--- src/rtl/pipeline_hazard_ctrl_if.sv ---
// Hazard control bundle between the 5-stage core (master) and the hazard controller (slave).
interface pipeline_hazard_ctrl_if #(
    parameter int REG_ADDR_W    = 5,
    parameter int NUM_STALL_SRC = 2,
    parameter int CNT_W         = 32
);
    logic                     branch_enable_i;
    logic [REG_ADDR_W-1:0]    id_rs1_i;
    logic [REG_ADDR_W-1:0]    id_rs2_i;
    logic                     id_rs1_read_i;
    logic                     id_rs2_read_i;
    logic [REG_ADDR_W-1:0]    ex_rd_i;
    logic                     ex_mem_read_i;
    logic [NUM_STALL_SRC-1:0] ext_stall_req_i;
    logic                     stall_pc_o;
    logic                     stall_ifid_o;
    logic                     stall_idex_o;
    logic                     flush_ifid_o;
    logic                     flush_idex_o;
    logic                     stall_timeout_o;
    logic [CNT_W-1:0]         stall_cycle_cnt_o;
    logic [CNT_W-1:0]         flush_cycle_cnt_o;

    modport master (
        output branch_enable_i, id_rs1_i, id_rs2_i, id_rs1_read_i, id_rs2_read_i,
               ex_rd_i, ex_mem_read_i, ext_stall_req_i,
        input  stall_pc_o, stall_ifid_o, stall_idex_o, flush_ifid_o, flush_idex_o,
               stall_timeout_o, stall_cycle_cnt_o, flush_cycle_cnt_o
    );

    modport slave (
        input  branch_enable_i, id_rs1_i, id_rs2_i, id_rs1_read_i, id_rs2_read_i,
               ex_rd_i, ex_mem_read_i, ext_stall_req_i,
        output stall_pc_o, stall_ifid_o, stall_idex_o, flush_ifid_o, flush_idex_o,
               stall_timeout_o, stall_cycle_cnt_o, flush_cycle_cnt_o
    );
endinterface

--- src/rtl/pipeline_hazard_ctrl.sv ---
// Hazard controller: branch flush window, load-use interlock, external stalls with watchdog.
// Optional perf counters are built only when HAZARD_PERF_CNT_EN is defined.
//
// state | meaning
// IDLE  | no multi-cycle hazard in progress; branch / load-use resolved combinationally
// FLUSH | IF/ID flush window after a branch, flush_cnt cycles remaining
// EXT   | external requester holding the pipe; branches latched into pend_br
module pipeline_hazard_ctrl #(
    parameter int REG_ADDR_W    = 5,
    parameter int NUM_STALL_SRC = 2,
    parameter int FLUSH_CYCLES  = 1,
    parameter int STALL_TIMEOUT = 255,
    parameter int CNT_W         = 32
) (
    input  logic                 clk_i,
    input  logic                 rst_i,
    pipeline_hazard_ctrl_if.slave hz
);
    localparam int FCNT_W = (FLUSH_CYCLES > 1) ? $clog2(FLUSH_CYCLES + 1) : 1;
    localparam int RUN_W  = (STALL_TIMEOUT > 1) ? $clog2(STALL_TIMEOUT + 1) : 1;
    localparam logic [FCNT_W-1:0] FLUSH_RELOAD = FCNT_W'(FLUSH_CYCLES - 1);
    localparam logic [RUN_W-1:0]  RUN_LIMIT    = RUN_W'(STALL_TIMEOUT);
    localparam bit                MULTI_FLUSH  = (FLUSH_CYCLES > 1);

    typedef enum logic [1:0] {ST_IDLE, ST_FLUSH, ST_EXT} state_t;

    state_t            state;
    logic [FCNT_W-1:0] flush_cnt;
    logic [RUN_W-1:0]  stall_run;
    logic [RUN_W-1:0]  run_nxt;
    logic              pend_br;
    logic              timeout_q;

    logic ext, br, br_eff, lu;
    logic stall_pc, stall_ifid, stall_idex, flush_ifid, flush_idex;

    assign ext    = |hz.ext_stall_req_i;
    assign br     = hz.branch_enable_i;
    // pend_br is only ever set in EXT/FLUSH, so it can be folded in unconditionally
    assign br_eff = br | pend_br;
    assign lu     = hz.ex_mem_read_i & (hz.ex_rd_i != '0) &
                    ((hz.id_rs1_read_i & (hz.id_rs1_i == hz.ex_rd_i)) |
                     (hz.id_rs2_read_i & (hz.id_rs2_i == hz.ex_rd_i)));
    assign run_nxt = (stall_run == RUN_LIMIT) ? stall_run : stall_run + 1'b1;

    always_comb begin
        stall_pc   = 1'b0;
        stall_ifid = 1'b0;
        stall_idex = 1'b0;
        flush_ifid = 1'b0;
        flush_idex = 1'b0;
        if (rst_i) begin
            case (state)
                ST_FLUSH: begin
                    flush_ifid = 1'b1;
                    if (ext) begin
                        stall_pc   = 1'b1;
                        stall_ifid = 1'b1;
                        stall_idex = 1'b1;
                    end else if (br_eff) begin
                        flush_idex = 1'b1;
                    end
                end
                default: begin
                    if (ext) begin
                        stall_pc   = 1'b1;
                        stall_ifid = 1'b1;
                        stall_idex = 1'b1;
                    end else if (br_eff) begin
                        flush_ifid = 1'b1;
                        flush_idex = 1'b1;
                    end else if (lu) begin
                        stall_pc   = 1'b1;
                        stall_ifid = 1'b1;
                        flush_idex = 1'b1;
                    end
                end
            endcase
        end
    end

    always_ff @(posedge clk_i) begin
        if (!rst_i) begin
            state     <= ST_IDLE;
            flush_cnt <= '0;
            stall_run <= '0;
            pend_br   <= 1'b0;
            timeout_q <= 1'b0;
        end else begin
            case (state)
                ST_IDLE: begin
                    if (ext) begin
                        state     <= ST_EXT;
                        pend_br   <= br;
                        stall_run <= RUN_W'(1);
                        timeout_q <= timeout_q | (RUN_W'(1) == RUN_LIMIT);
                    end else if (br && MULTI_FLUSH) begin
                        state     <= ST_FLUSH;
                        flush_cnt <= FLUSH_RELOAD;
                    end
                end
                ST_EXT: begin
                    if (ext) begin
                        pend_br   <= pend_br | br;
                        stall_run <= run_nxt;
                        timeout_q <= timeout_q | (run_nxt == RUN_LIMIT);
                    end else begin
                        pend_br   <= 1'b0;
                        stall_run <= '0;
                        if (br_eff && MULTI_FLUSH) begin
                            state     <= ST_FLUSH;
                            flush_cnt <= FLUSH_RELOAD;
                        end else begin
                            state <= ST_IDLE;
                        end
                    end
                end
                ST_FLUSH: begin
                    // a branch arriving under an external stall is held until the stall drops
                    if (ext) begin
                        pend_br <= pend_br | br;
                    end else if (br_eff) begin
                        pend_br   <= 1'b0;
                        flush_cnt <= FLUSH_RELOAD;
                    end else if (flush_cnt <= FCNT_W'(1)) begin
                        state <= ST_IDLE;
                    end else begin
                        flush_cnt <= flush_cnt - 1'b1;
                    end
                end
                default: state <= ST_IDLE;
            endcase
        end
    end

    assign hz.stall_pc_o      = stall_pc;
    assign hz.stall_ifid_o    = stall_ifid;
    assign hz.stall_idex_o    = stall_idex;
    assign hz.flush_ifid_o    = flush_ifid;
    assign hz.flush_idex_o    = flush_idex;
    assign hz.stall_timeout_o = rst_i & timeout_q;

`ifdef HAZARD_PERF_CNT_EN
    logic [CNT_W-1:0] stall_cyc;
    logic [CNT_W-1:0] flush_cyc;

    always_ff @(posedge clk_i) begin
        if (!rst_i) begin
            stall_cyc <= '0;
            flush_cyc <= '0;
        end else begin
            if (stall_pc && (stall_cyc != '1)) stall_cyc <= stall_cyc + 1'b1;
            if (flush_ifid && (flush_cyc != '1)) flush_cyc <= flush_cyc + 1'b1;
        end
    end

    assign hz.stall_cycle_cnt_o = rst_i ? stall_cyc : '0;
    assign hz.flush_cycle_cnt_o = rst_i ? flush_cyc : '0;
`else
    assign hz.stall_cycle_cnt_o = '0;
    assign hz.flush_cycle_cnt_o = '0;
`endif
endmodule

--- src/flat_wrapper.sv ---
// flat-port wrapper written by rule: the top's interface ports become plain ports
module pipeline_hazard_ctrl_flat 
#(
    parameter int REG_ADDR_W    = 5,
    parameter int NUM_STALL_SRC = 2,
    parameter int FLUSH_CYCLES  = 1,
    parameter int STALL_TIMEOUT = 255,
    parameter int CNT_W         = 32
)
  (clk_i, rst_i, hz_branch_enable_i, hz_id_rs1_i, hz_id_rs2_i, hz_id_rs1_read_i, hz_id_rs2_read_i, hz_ex_rd_i, hz_ex_mem_read_i, hz_ext_stall_req_i, hz_stall_pc_o, hz_stall_ifid_o, hz_stall_idex_o, hz_flush_ifid_o, hz_flush_idex_o, hz_stall_timeout_o, hz_stall_cycle_cnt_o, hz_flush_cycle_cnt_o);
  pipeline_hazard_ctrl_if #(.REG_ADDR_W(REG_ADDR_W), .NUM_STALL_SRC(NUM_STALL_SRC), .CNT_W(CNT_W)) hz_i ();
  input  logic clk_i;
  input  logic rst_i;
  input wire logic [$bits(hz_i.branch_enable_i)-1:0] hz_branch_enable_i;
  input wire logic [$bits(hz_i.id_rs1_i)-1:0] hz_id_rs1_i;
  input wire logic [$bits(hz_i.id_rs2_i)-1:0] hz_id_rs2_i;
  input wire logic [$bits(hz_i.id_rs1_read_i)-1:0] hz_id_rs1_read_i;
  input wire logic [$bits(hz_i.id_rs2_read_i)-1:0] hz_id_rs2_read_i;
  input wire logic [$bits(hz_i.ex_rd_i)-1:0] hz_ex_rd_i;
  input wire logic [$bits(hz_i.ex_mem_read_i)-1:0] hz_ex_mem_read_i;
  input wire logic [$bits(hz_i.ext_stall_req_i)-1:0] hz_ext_stall_req_i;
  output wire logic [$bits(hz_i.stall_pc_o)-1:0] hz_stall_pc_o;
  output wire logic [$bits(hz_i.stall_ifid_o)-1:0] hz_stall_ifid_o;
  output wire logic [$bits(hz_i.stall_idex_o)-1:0] hz_stall_idex_o;
  output wire logic [$bits(hz_i.flush_ifid_o)-1:0] hz_flush_ifid_o;
  output wire logic [$bits(hz_i.flush_idex_o)-1:0] hz_flush_idex_o;
  output wire logic [$bits(hz_i.stall_timeout_o)-1:0] hz_stall_timeout_o;
  output wire logic [$bits(hz_i.stall_cycle_cnt_o)-1:0] hz_stall_cycle_cnt_o;
  output wire logic [$bits(hz_i.flush_cycle_cnt_o)-1:0] hz_flush_cycle_cnt_o;
  assign hz_i.branch_enable_i = hz_branch_enable_i;
  assign hz_i.id_rs1_i = hz_id_rs1_i;
  assign hz_i.id_rs2_i = hz_id_rs2_i;
  assign hz_i.id_rs1_read_i = hz_id_rs1_read_i;
  assign hz_i.id_rs2_read_i = hz_id_rs2_read_i;
  assign hz_i.ex_rd_i = hz_ex_rd_i;
  assign hz_i.ex_mem_read_i = hz_ex_mem_read_i;
  assign hz_i.ext_stall_req_i = hz_ext_stall_req_i;
  assign hz_stall_pc_o = hz_i.stall_pc_o;
  assign hz_stall_ifid_o = hz_i.stall_ifid_o;
  assign hz_stall_idex_o = hz_i.stall_idex_o;
  assign hz_flush_ifid_o = hz_i.flush_ifid_o;
  assign hz_flush_idex_o = hz_i.flush_idex_o;
  assign hz_stall_timeout_o = hz_i.stall_timeout_o;
  assign hz_stall_cycle_cnt_o = hz_i.stall_cycle_cnt_o;
  assign hz_flush_cycle_cnt_o = hz_i.flush_cycle_cnt_o;
  pipeline_hazard_ctrl #(.REG_ADDR_W(REG_ADDR_W), .NUM_STALL_SRC(NUM_STALL_SRC), .FLUSH_CYCLES(FLUSH_CYCLES), .STALL_TIMEOUT(STALL_TIMEOUT), .CNT_W(CNT_W)) u_core (.clk_i(clk_i), .rst_i(rst_i), .hz(hz_i));
endmodule
--- config.mk ---
export PLATFORM = sky130hd
export DESIGN_NAME = pipeline_hazard_ctrl_flat
export DESIGN_NICKNAME = d
export VERILOG_FILES = /design/src/rtl/pipeline_hazard_ctrl_if.sv /design/src/rtl/pipeline_hazard_ctrl.sv /design/src/flat_wrapper.sv
export SDC_FILE = /design/constraint.sdc
export NUM_CORES = 1
export LEC_CHECK = 0
export BUFFER_PORTS_ARGS = -buffer_cell sky130_fd_sc_hd__buf_2
export CAP_MARGIN = 5
export CORE_ASPECT_RATIO = 0.8
export CORE_MARGIN = 2
export CORE_UTILIZATION = 28
export DETAILED_ROUTE_END_ITERATION = 16
export PLACE_DENSITY = 0.56
export SLEW_MARGIN = 20
export SYNTH_ARGS = -nofsm -noshare
export SYNTH_HDL_FRONTEND = slang
export SYNTH_SLANG_ARGS = --single-unit
--- constraint.sdc ---
create_clock -name clk_i -period 3 [get_ports clk_i]
set_input_delay 0.3 -clock clk_i [delete_from_list [all_inputs] [get_ports clk_i]]
set_output_delay 0.3 -clock clk_i [all_outputs]
set_load 0.01 [all_outputs]
Word-level counts from Yosys, hierarchy flattened
Cells that the tools add are included.
- add/sub/neg operators: 2
- magnitude comparators: 1
- equal/unequal tests: 13
- mux-type cells: 32
- bitwise gates (word level): 9
- reductions and logical operators: 10
- operator list (cell ; number):
    8-bit two-way mux ; 3
    1-bit two-way mux ; 21
    8-bit equality test (second input constant) ; 2
    8-bit one-hot mux with 2 select lines ; 1
    5-bit equality test ; 2
    2-bit two-way mux ; 5
    8-bit by 1-bit adder with 8-bit output (second input constant) ; 1
    2-bit by 1-bit inequality test with 1-bit output (second input constant) ; 3
    2-bit inequality test (second input constant) ; 3
    2-bit one-hot mux with 3 select lines ; 1
    3-bit AND reduction ; 2
    1-bit bitwise AND ; 5
    5-bit AND reduction ; 1
    5-bit nonzero test ; 1
    2-bit AND reduction ; 2
    3-bit by 1-bit inequality test with 1-bit output (second input constant) ; 1
    1-bit bitwise OR ; 3
    1-bit one-hot mux with 3 select lines ; 1
    3-bit nonzero test ; 1
    2-bit by 1-bit equality test with 1-bit output (second input constant) ; 1
    2-bit equality test (second input constant) ; 1
    2-bit zero test ; 1
    2-bit nonzero test ; 1
    2-bit OR reduction ; 1
    3 further kinds ; 3
- bits in registers: 13
- bits of input ports: 23
- output and inout bits: 70
- word-level logic and storage cells: 72

Logic depth before layout (Yosys ltp)
Gate-level depths: netlist of the first run.
- depth in word-level cells: 9
- mapped depth: 7
- depth with buffers taken out: 6

Least setup slack after synthesis of the first run
No wires, ideal clock.
- kind: input to output
- start point: in hz_ex_rd_i[0]
- end point: out hz_stall_pc_o
- data arrival time: 1.294 ns
- required time: 2.700 ns
- slack: 1.406 ns
- stages on the path: 4
- buffers on the path: 1
- cells stage by stage: or4_1 o211ai_2 o21bai_1 buf_4
- cells in the longest elaborated chain, start to end: 9
- elaborated cells on any way between the ends: 13
- classes of those cells: 2 x eq/ne; 5 x mux; 5 x bitwise; 1 x reduce/logical
- ends and longest elaborated chain (element ; RTL line ; RTL):
    start: declaration ; flat_wrapper.sv:19 ; input wire logic [$bits(hz_i.ex_rd_i)-1:0] hz_ex_rd_i;
    5-bit equality test, on equally long branches ; pipeline_hazard_ctrl.sv:42, pipeline_hazard_ctrl.sv:43 ;
    1-bit bitwise AND, on equally long branches ; pipeline_hazard_ctrl.sv:42, pipeline_hazard_ctrl.sv:43 ;
    1-bit bitwise OR ; pipeline_hazard_ctrl.sv:42 ; ((hz.id_rs1_read_i & (hz.id_rs1_i == hz.ex_rd_i)) |
    1-bit bitwise AND (*) ; pipeline_hazard_ctrl.sv:41 ; assign lu = hz.ex_mem_read_i & (hz.ex_rd_i != '0) &
    1-bit two-way mux (*) (5 in a row) ; - ;
    end: declaration ; flat_wrapper.sv:22 ; output wire logic [$bits(hz_i.stall_pc_o)-1:0] hz_stall_pc_o;
Mark *: on every way between the ends. The rest lies on a longest branch, timed or not.

Worst setup path in the final report of the first run
- start point: reg u_core.state[1]
- end point: reg u_core.stall_run[6]
- cells in the longest elaborated chain, start to end: 3
- elaborated cells on any way between the ends: 6
- classes of those cells: 2 x eq/ne; 1 x mux; 3 x reduce/logical
- ends and longest elaborated chain (element ; RTL line ; RTL):
    start: declaration ; pipeline_hazard_ctrl.sv:27 ; state_t state;
    start signal: assignment ; pipeline_hazard_ctrl.sv:84 ; state <= ST_IDLE;
    start signal: assignment ; pipeline_hazard_ctrl.sv:93 ; state <= ST_EXT;
    start signal: assignment ; pipeline_hazard_ctrl.sv:98 ; state <= ST_FLUSH;
    2-bit equality test / 2-bit zero test (equally long branches) ; pipeline_hazard_ctrl.sv:90 ; case (state)
    2-bit nonzero test (no line) / 2-bit by 1-bit inequality test with 1-bit output (equally long branches) ; - ;
    2-bit AND reduction (no line) ; - ;
    end signal: assignment ; pipeline_hazard_ctrl.sv:105 ; stall_run <= run_nxt;
    end: declaration ; pipeline_hazard_ctrl.sv:29 ; logic [RUN_W-1:0] stall_run;
Several ways; a longest one is shown, not always the timed one.
A chain may end at the register's enable or synchronous reset.

==> results of run 1 <==
==> kinds of logic after synthesis <==
logic type / count (synthesis) / synth area share, %
DFF: 11 / 15.9
adders and majority gates: 3 / 2.72
AOI/OAI and AO/OA: 27 / 13.9
buffers and inverters: 72 / 38.5
other: 1 / 0.271
and+or+nand+nor: 47 / 21.7
xor gates and xnor gates: 11 / 6.97
==> power groups by stage <==
stage	combinational, uW	sequential, uW	clock [uW]
detailed placement	184	180	0
CTS	185	177	157
finish	184	177	151
floorplan	217	176	0
global placement	182	179	0
global route	210	180	166
==> per-layer routing <==
layer | GRT usage (%) | wire [um]
met1 | 10.6 | 1020
met5 | 0 | 0
met4 | 4.30 | 53
met3 | 2.71 | 156
met2 | 12.7 | 1090
==> layout by cell type, fill, tap and decap left out, types with 2 or more instances in the layout <==
cell type and n:
nor2b_1 2, inv_2 2, ha_1 3, o22ai_1 2, nand4_1 3, a21boi_1 2
conb_1 64, nor2_1 8, dfxtp_1 11, nor3b_2 4, and2_1 3, nand3_1 5
a21oi_1 10, and3_1 2, nand2_1 11, clkbuf_8 3, xnor2_1 10, a21o_1 2
buf_2 28
==> flip-flops by register name, summed over array words and instances, names as in the netlist <==
register	count
u_core.timeout_q	1
u_core.pend_br	1
u_core.stall_run	8
u_core.state	1
==> layout make-up <==
type	instances	area [um^2]
Inverter	2	7.51
Tap cell	60	75.1
Timing Repair Buffer	28	140
Multi-Input combinational cell	152	867
Sequential cell	11	220
Fill cell	512	3320
Clock inverter	1	5.00
Clock buffer	3	41.3
==> per-stage QoR <==
stage / setup WS, ns / instance area [um^2] / std cells / utilization, %
after floorplan: 1.41 / 1620 / 235 / -
after global placement: 1.15 / 1310 / 253 / 28.0
after detailed placement: 1.11 / 1310 / 253 / 28.0
after CTS: 1.17 / 1360 / 257 / 29.0
after global routing: 0.986 / 1360 / 257 / 29.0
final: 1.16 / 1360 / 257 / 29.0
==> critical path, stage by stage (launching register included) <==
cell and delay (ns):
dfxtp_1 0.45, inv_2 0.10, ha_1 0.39, nor3_4 0.48
a41oi_2 0.18, nor3b_2 0.16
==> worst max path at each step <==
stage / slack [ns] / to / cells past startpoint
after floorplan: 1.41 / hz_stall_pc_o / 4
after global placement: 1.15 / u_core.stall_run[6] / 7
after detailed placement: 1.11 / u_core.stall_run[6] / 7
after CTS: 1.17 / u_core.stall_run[6] / 5
after global routing: 0.99 / u_core.stall_run[6] / 5
final: 1.16 / u_core.stall_run[6] / 5
==> metrics, run 1 <==
Layout Nets 224; Seq cells post-synth 11; final setup fails 0; Post-synth EDFFs 0; initial core utilization 29.5%; WP data arrival 2.01 ns; P_int 318 uW; RePlAce Congestion 0.831; Hold Path Class input pin to flip-flop; vias in the first global route 795; IO buf count 28; synthesized area 0.00138 mm^2; worst reg2reg path depth 5; clk_skew 0.00684 ns; Post-Syn Instances 172; crit path max fanout 13; synth cell count leaders buf_4 (65), dfxtp_1 (11), nand2_1 (11), a21oi_1 (10), xnor2_1 (10); clock sink count 11; WL per Instance 8.99 um; Max-Cap Viols 0; Sw Pwr 195 uW; # resized after CTS 0; Ports 93; DRT Wirelength 2310 um; Placeable Area 0.00468 mm^2; Die Wd 82.6 um; Critical R2R Launch u_core.state[1]; CTS hold repair buffers 0; leakage power 0.000658 uW; Slew Viols, Final 0; clock latency at the later pin of the worst-skew pair 0.25 ns; Routed Antenna Nets 0; via count 991; CTS buffer count 3; Die ar. 0.00552 mm^2; Unique masters post-synth 42; YS warnings 0; Synth area leader buf_4; crit end category flip-flop; Total Power 512 uW; Synth area leaders buf_4 (35%), dfxtp_1 (16%), xnor2_1 (6.3%); CP Launch Type flip-flop; hold depth 2; WHS Endpoint u_core.pend_br; most frequent cell after synthesis buf_4; H-tree levels 1; r2r setup slk 1.16 ns; first-pass GRT wire length 3460 um; CP Data Required Time 3.17 ns; # DRC 0; reg-to-reg endpoint u_core.stall_run[6]; final period utilization 61.4%; Hold WS 0.430 ns; register area share after synthesis 15.9%; DRT iter0 DRCs 42; post-DR vias/cell 3.86; CP Launch Point u_core.state[1]; Total GRT Usage 8.41%; DP HPWL 1940 um; initial antenna violation count 0; Combinational Power Share 36.0%; P per Cell Area 378 mW/mm^2; mean area per synthesized cell 8.04 um^2; Yosys top cell area share 35.3%; layout cells sized above 1 23.9%; Peak VDD IR 0.134 mV; Synth Flop Type dfxtp_1; Fmax 0.543 GHz; Final Hold Fails 0; Rel. slew slack 66.0%; Seq pwr share 34.6%; pin count of the biggest net entering global routing 17; ant diodes 0; RSZ-0062 raised after global routing no; post-CTS setup buffers 0; Die Height 66.9 um; Root Driver clkbuf_8; slew at the pin closest to its max-slew limit 0.511 ns; clock share of power 29.5%; crit path kind flip-flop to flip-flop; Worst-path clk slew 0.05 ns; grt total ovfl 0; row count 22; Setup TNS 0 ns; CTS tree built; DRT Pass-1 Iters 4; ys async rst share 0%; clock buffer depth 2; Hold Crit Start rst_i; switch share 38.0%; status completed; minimum clock period 1.84 ns; Area Growth Syn to Fin -1.90%
Note: power is estimated with default switching activity, not from simulation.
==> run 2: changes to the inputs <==
Clock period 3 ns to 1.9 ns, I/O delays scaled along.
==> run 2 against run 1 <==
  * Non-clock buffer count rose by 1
  * Sequential power is 57% higher
  * Clock skew decreased by 0.0031 ns
  * Critical path depth unchanged
  * Total power increased by 58%
  * Hold slack worse by 0.099 ns
==> metrics, run 2 (synthesized netlist as in run 1, its figures left out) <==
Total GRT Usage 8.80%; Placed Cells 254; Die ar. 0.00552 mm^2; RePlAce Congestion 0.780; WHS Endpoint u_core.pend_br; # DRC 0; RSZ-0062 raised after global routing no; IO buf count 28; clk_skew 0.00369 ns; most frequent cells in the layout conb_1 (64), buf_2 (28), nand2_1 (11), dfxtp_1 (11); Crit-path slowest cell nor3_4; Critical Path, Cell by Cell inv_2, ha_1, nor3_4, a41oi_2, nor3b_2; Hold Crit Start rst_i; layout cells sized above 1 23.7%; WP data arrival 1.93 ns; # resized after CTS 0; CP Launch Type flip-flop; vias in the first global route 809; clock sink count 11; Max-Cap Viols 0; via count 974; Die Height 66.9 um; Placeable Area 0.00468 mm^2; reg-to-reg endpoint u_core.stall_run[6]; Slew Viols, Final 0; CP max stage delay 0.47 ns; Ports 93; DP HPWL 1980 um; first-pass GRT wire length 3750 um; fin cells 258; worst reg2reg path depth 5; post-DR vias/cell 3.78; Biggest register u_core.stall_run; Peak VDD IR 0.258 mV; crit path kind flip-flop to flip-flop; Setup TNS 0 ns; minimum clock period 1.76 ns; most common cell after layout, fill and taps aside conb_1; CTS hold repair buffers 0; number of flip-flops in the largest register 8; crit path max fanout 11; DRT Pass-1 Iters 4; initial core utilization 29.5%; Root Driver clkbuf_8; Die Wd 82.6 um; DRT iter0 DRCs 44; Routed Antenna Nets 0; leakage power 0.000660 uW; row count 22; Area Growth Syn to Fin -1.45%; CTS buffer count 3; Layout fillers 501; H-tree levels 1; final period utilization 92.7%; pin count of the biggest net entering global routing 17; status completed; final setup fails 0; hold depth 2; DRT Wirelength 2380 um; clock latency at the later pin of the worst-skew pair 0.24 ns; WL per Instance 9.22 um; grt total ovfl 0; CTS tree built; P per Cell Area 595 mW/mm^2; Fmax 0.568 GHz; CP Data Required Time 2.07 ns; Hold Path Class input pin to flip-flop; r2r setup slk 0.14 ns; initial antenna violation count 0; Worst-path clk slew 0.05 ns; Critical R2R Launch u_core.state[1]; clock buffer depth 2; ant diodes 0; post-CTS setup buffers 0; crit end category flip-flop; Layout Nets 225; Final Hold Fails 0
==> run 2: power by group <==
group / internal [uW] / total, uW / switching [uW] / leakage [uW]
Combinational: 109 / 297 / 188 / 0.000548
Sequential: 251 / 278 / 26.6 / 0.0000895
Clock: 147 / 236 / 89.0 / 0.0000228
==> run 2: worst max path at each step <==
stage | from | endpoint | slack (ns) | cells past startpoint
final | u_core.state[1] | u_core.stall_run[6] | 0.14 | 5
after CTS | u_core.state[1] | u_core.stall_run[6] | 0.15 | 5
after global routing | u_core.state[1] | u_core.stall_run[6] | 0.01 | 5
after global placement | u_core.state[1] | u_core.stall_run[6] | 0.23 | 5
after floorplan | u_core.state[1] | u_core.stall_run[6] | 0.47 | 6
after detailed placement | u_core.state[1] | u_core.stall_run[6] | 0.17 | 5
==> run 2: metrics by stage <==
stage	cell area (um^2)	total power (uW)	hold slack (ns)	util (%)	worst slack, ns
after floorplan	1620	620	0.347	-	0.467
after global placement	1320	576	0.510	28.2	0.227
after detailed placement	1320	577	0.512	28.2	0.172
after CTS	1360	821	0.332	29.1	0.148
after global routing	1360	882	0.346	29.1	0.0138
final	1360	811	0.331	29.1	0.138
==> run 2: cell type report <==
| class | count | area [um^2] | area share, % |
|---|---|---|---|
| multi-input combinational | 152 | 867 | 63.6 |
| sequential | 11 | 220 | 16.2 |
| timing repair buffer | 29 | 148 | 10.8 |
| tap | 60 | 75.1 | 5.51 |
| clock buffer | 4 | 45.0 | 3.31 |
| inverter | 2 | 7.51 | 0.551 |
==> run 2: critical path: cells and delay by family, from the launching register on <==
kind | cells | cell delay, ns
simple gates | 2 | 0.65
buf+inv | 1 | 0.10
compound gates | 1 | 0.18
fa+ha+maj | 1 | 0.32
flops | 1 | 0.44
==> run 2: per-layer routing <==
metal / vias to the layer above / GRT usage [%] / share of wire (%)
met3: 0 / 2.98 / 5.1
met1: 436 / 11.6 / 47
li1: 505 / - / -
met5: - / 0 / 0
met4: 0 / 2.46 / 0
met2: 33 / 13.5 / 48
==> run 3: changes to the inputs <==
==> constraint.sdc (replaced) <==
create_clock -name clk_i -period 1.9 [get_ports clk_i]
set_input_delay 0 -clock clk_i [delete_from_list [all_inputs] [get_ports clk_i]]
set_output_delay 0 -clock clk_i [all_outputs]
set_load 0.01 [all_outputs]
==> run 3 against run 2 <==
  * Hold slack worse by 0.20 ns
  * Sequential power about the same
  * Design area unchanged
  * Via count up 1.6%
  * Clock power about the same
  * Global-route usage down 0.40 points
  * First-iteration DRC count down 64%
  * Clock skew up 0.00051 ns
  * Largest power group unchanged
  * Critical path depth unchanged
  * Fmax up 7.3%
  * Sequential share of layout area unchanged
==> metrics, run 3 (synthesized netlist as in run 1, its figures left out) <==
Die ar. 0.00552 mm^2; Hold Path Class input pin to flip-flop; P per Cell Area 598 mW/mm^2; number of flip-flops in the largest register 8; Worst-path clk slew 0.05 ns; clock buffer depth 2; final period utilization 86.4%; row count 22; Final Hold Fails 0; via count 990; pin count of the biggest net entering global routing 17; vias in the first global route 804; pre-CTS setup slack 0.279 ns; Setup TNS 0 ns; crit path max fanout 11; most frequent cells in the layout conb_1 (64), buf_2 (28), nand2_1 (11), dfxtp_1 (11); Max-Cap Viols 0; Area Growth Syn to Fin -1.45%; post-CTS setup buffers 0; grt total ovfl 0; crit end category flip-flop; most common cell after layout, fill and taps aside conb_1; CTS tree built; Fmax 0.609 GHz; layout cells sized above 1 23.7%; IO buf count 28; CTS buffer count 3; Placeable Area 0.00468 mm^2; H-tree levels 1; crit path kind flip-flop to flip-flop; Biggest register u_core.stall_run; # DRC 0; Die Wd 82.6 um; CP max stage delay 0.44 ns; PnR worst setup slack 0.258 ns; WL per Instance 9.33 um; final setup fails 0; initial core utilization 29.5%; DRT Wirelength 2410 um; Root Driver clkbuf_8; RePlAce Congestion 0.794; Peak VDD IR 0.266 mV; fin cells 258; Die Height 66.9 um; Placed Cells 254; DP HPWL 2000 um; minimum clock period 1.64 ns; initial antenna violation count 0; DRT iter0 DRCs 16; Total GRT Usage 8.40%; Ports 93; DRT Pass-1 Iters 4; first-pass GRT wire length 3580 um; ant diodes 0; Total Power 814 uW; CP bufs+invs 1; Crit-path slowest cell dfxtp_1; clock sink count 11; post-DR vias/cell 3.84; leakage power 0.000660 uW; CTS hold repair buffers 0; RSZ-0062 raised after global routing no; clk_skew 0.00421 ns; Routed Antenna Nets 0; Critical Path, Cell by Cell inv_2, ha_1, nor3_4, a21oi_1, nor3b_2; WP data arrival 1.81 ns; Crit path max-delay family simple AND/OR/NAND/NOR gates; Layout Nets 225; # resized after CTS 0; Slew Viols, Final 0; CP Launch Type flip-flop; clock latency at the later pin of the worst-skew pair 0.24 ns; status completed; Util after Layout 29.1%; CP Data Required Time 2.07 ns
[run 3: per-stage QoR]
step	hold slack (ns)	area (um^2)
4_1_cts	0.147	1360
2_1_floorplan	0.141	1620
3_5_place_dp	0.358	1320
3_3_place_gp	0.359	1320
6_report	0.132	1360
5_1_grt	0.153	1360
[run 3: worst register-to-register path, delay by kind of cell, from the launching register on]
family | cells | cell delay, ns
AO/OA/AOI/OAI | 1 | 0.14
adder cells (fa/ha/maj) | 1 | 0.25
flip-flops | 1 | 0.44
AND/OR/NAND/NOR | 2 | 0.63
buffers and inverters | 1 | 0.10
[run 3: cell type report]
cell class	instances	area, um^2
Tap cell	60	75.1
Inverter	2	7.51
Fill cell	531	3320
Sequential cell	11	220
Timing Repair Buffer	29	148
Multi-Input combinational cell	152	867
Clock buffer	4	45.0
[run 3: final timing paths]
check	startpoint	endpoint	slack, ns	cells after the start
min	rst_i	u_core.pend_br	0.13	2
min reg2reg	u_core.stall_run[1]	u_core.stall_run[1]	0.53	2
max	u_core.state[1]	u_core.stall_run[4]	0.26	5
max reg2reg	u_core.state[1]	u_core.stall_run[4]	0.26	5
[run 3: routing by layer]
metal	share of wire, %	track usage [%]	vias up
met3	4.8	2.44	2
met1	46	10.6	448
met4	0.87	1.84	0
met5	0	0	-
met2	48	14.1	32
li1	-	-	508
[run 3: power breakdown]
group	internal, uW	total, uW	switching (uW)
Sequential	252	279	27.9
Clock	148	238	90.5
Combinational	109	297	188
Total	508	814	306
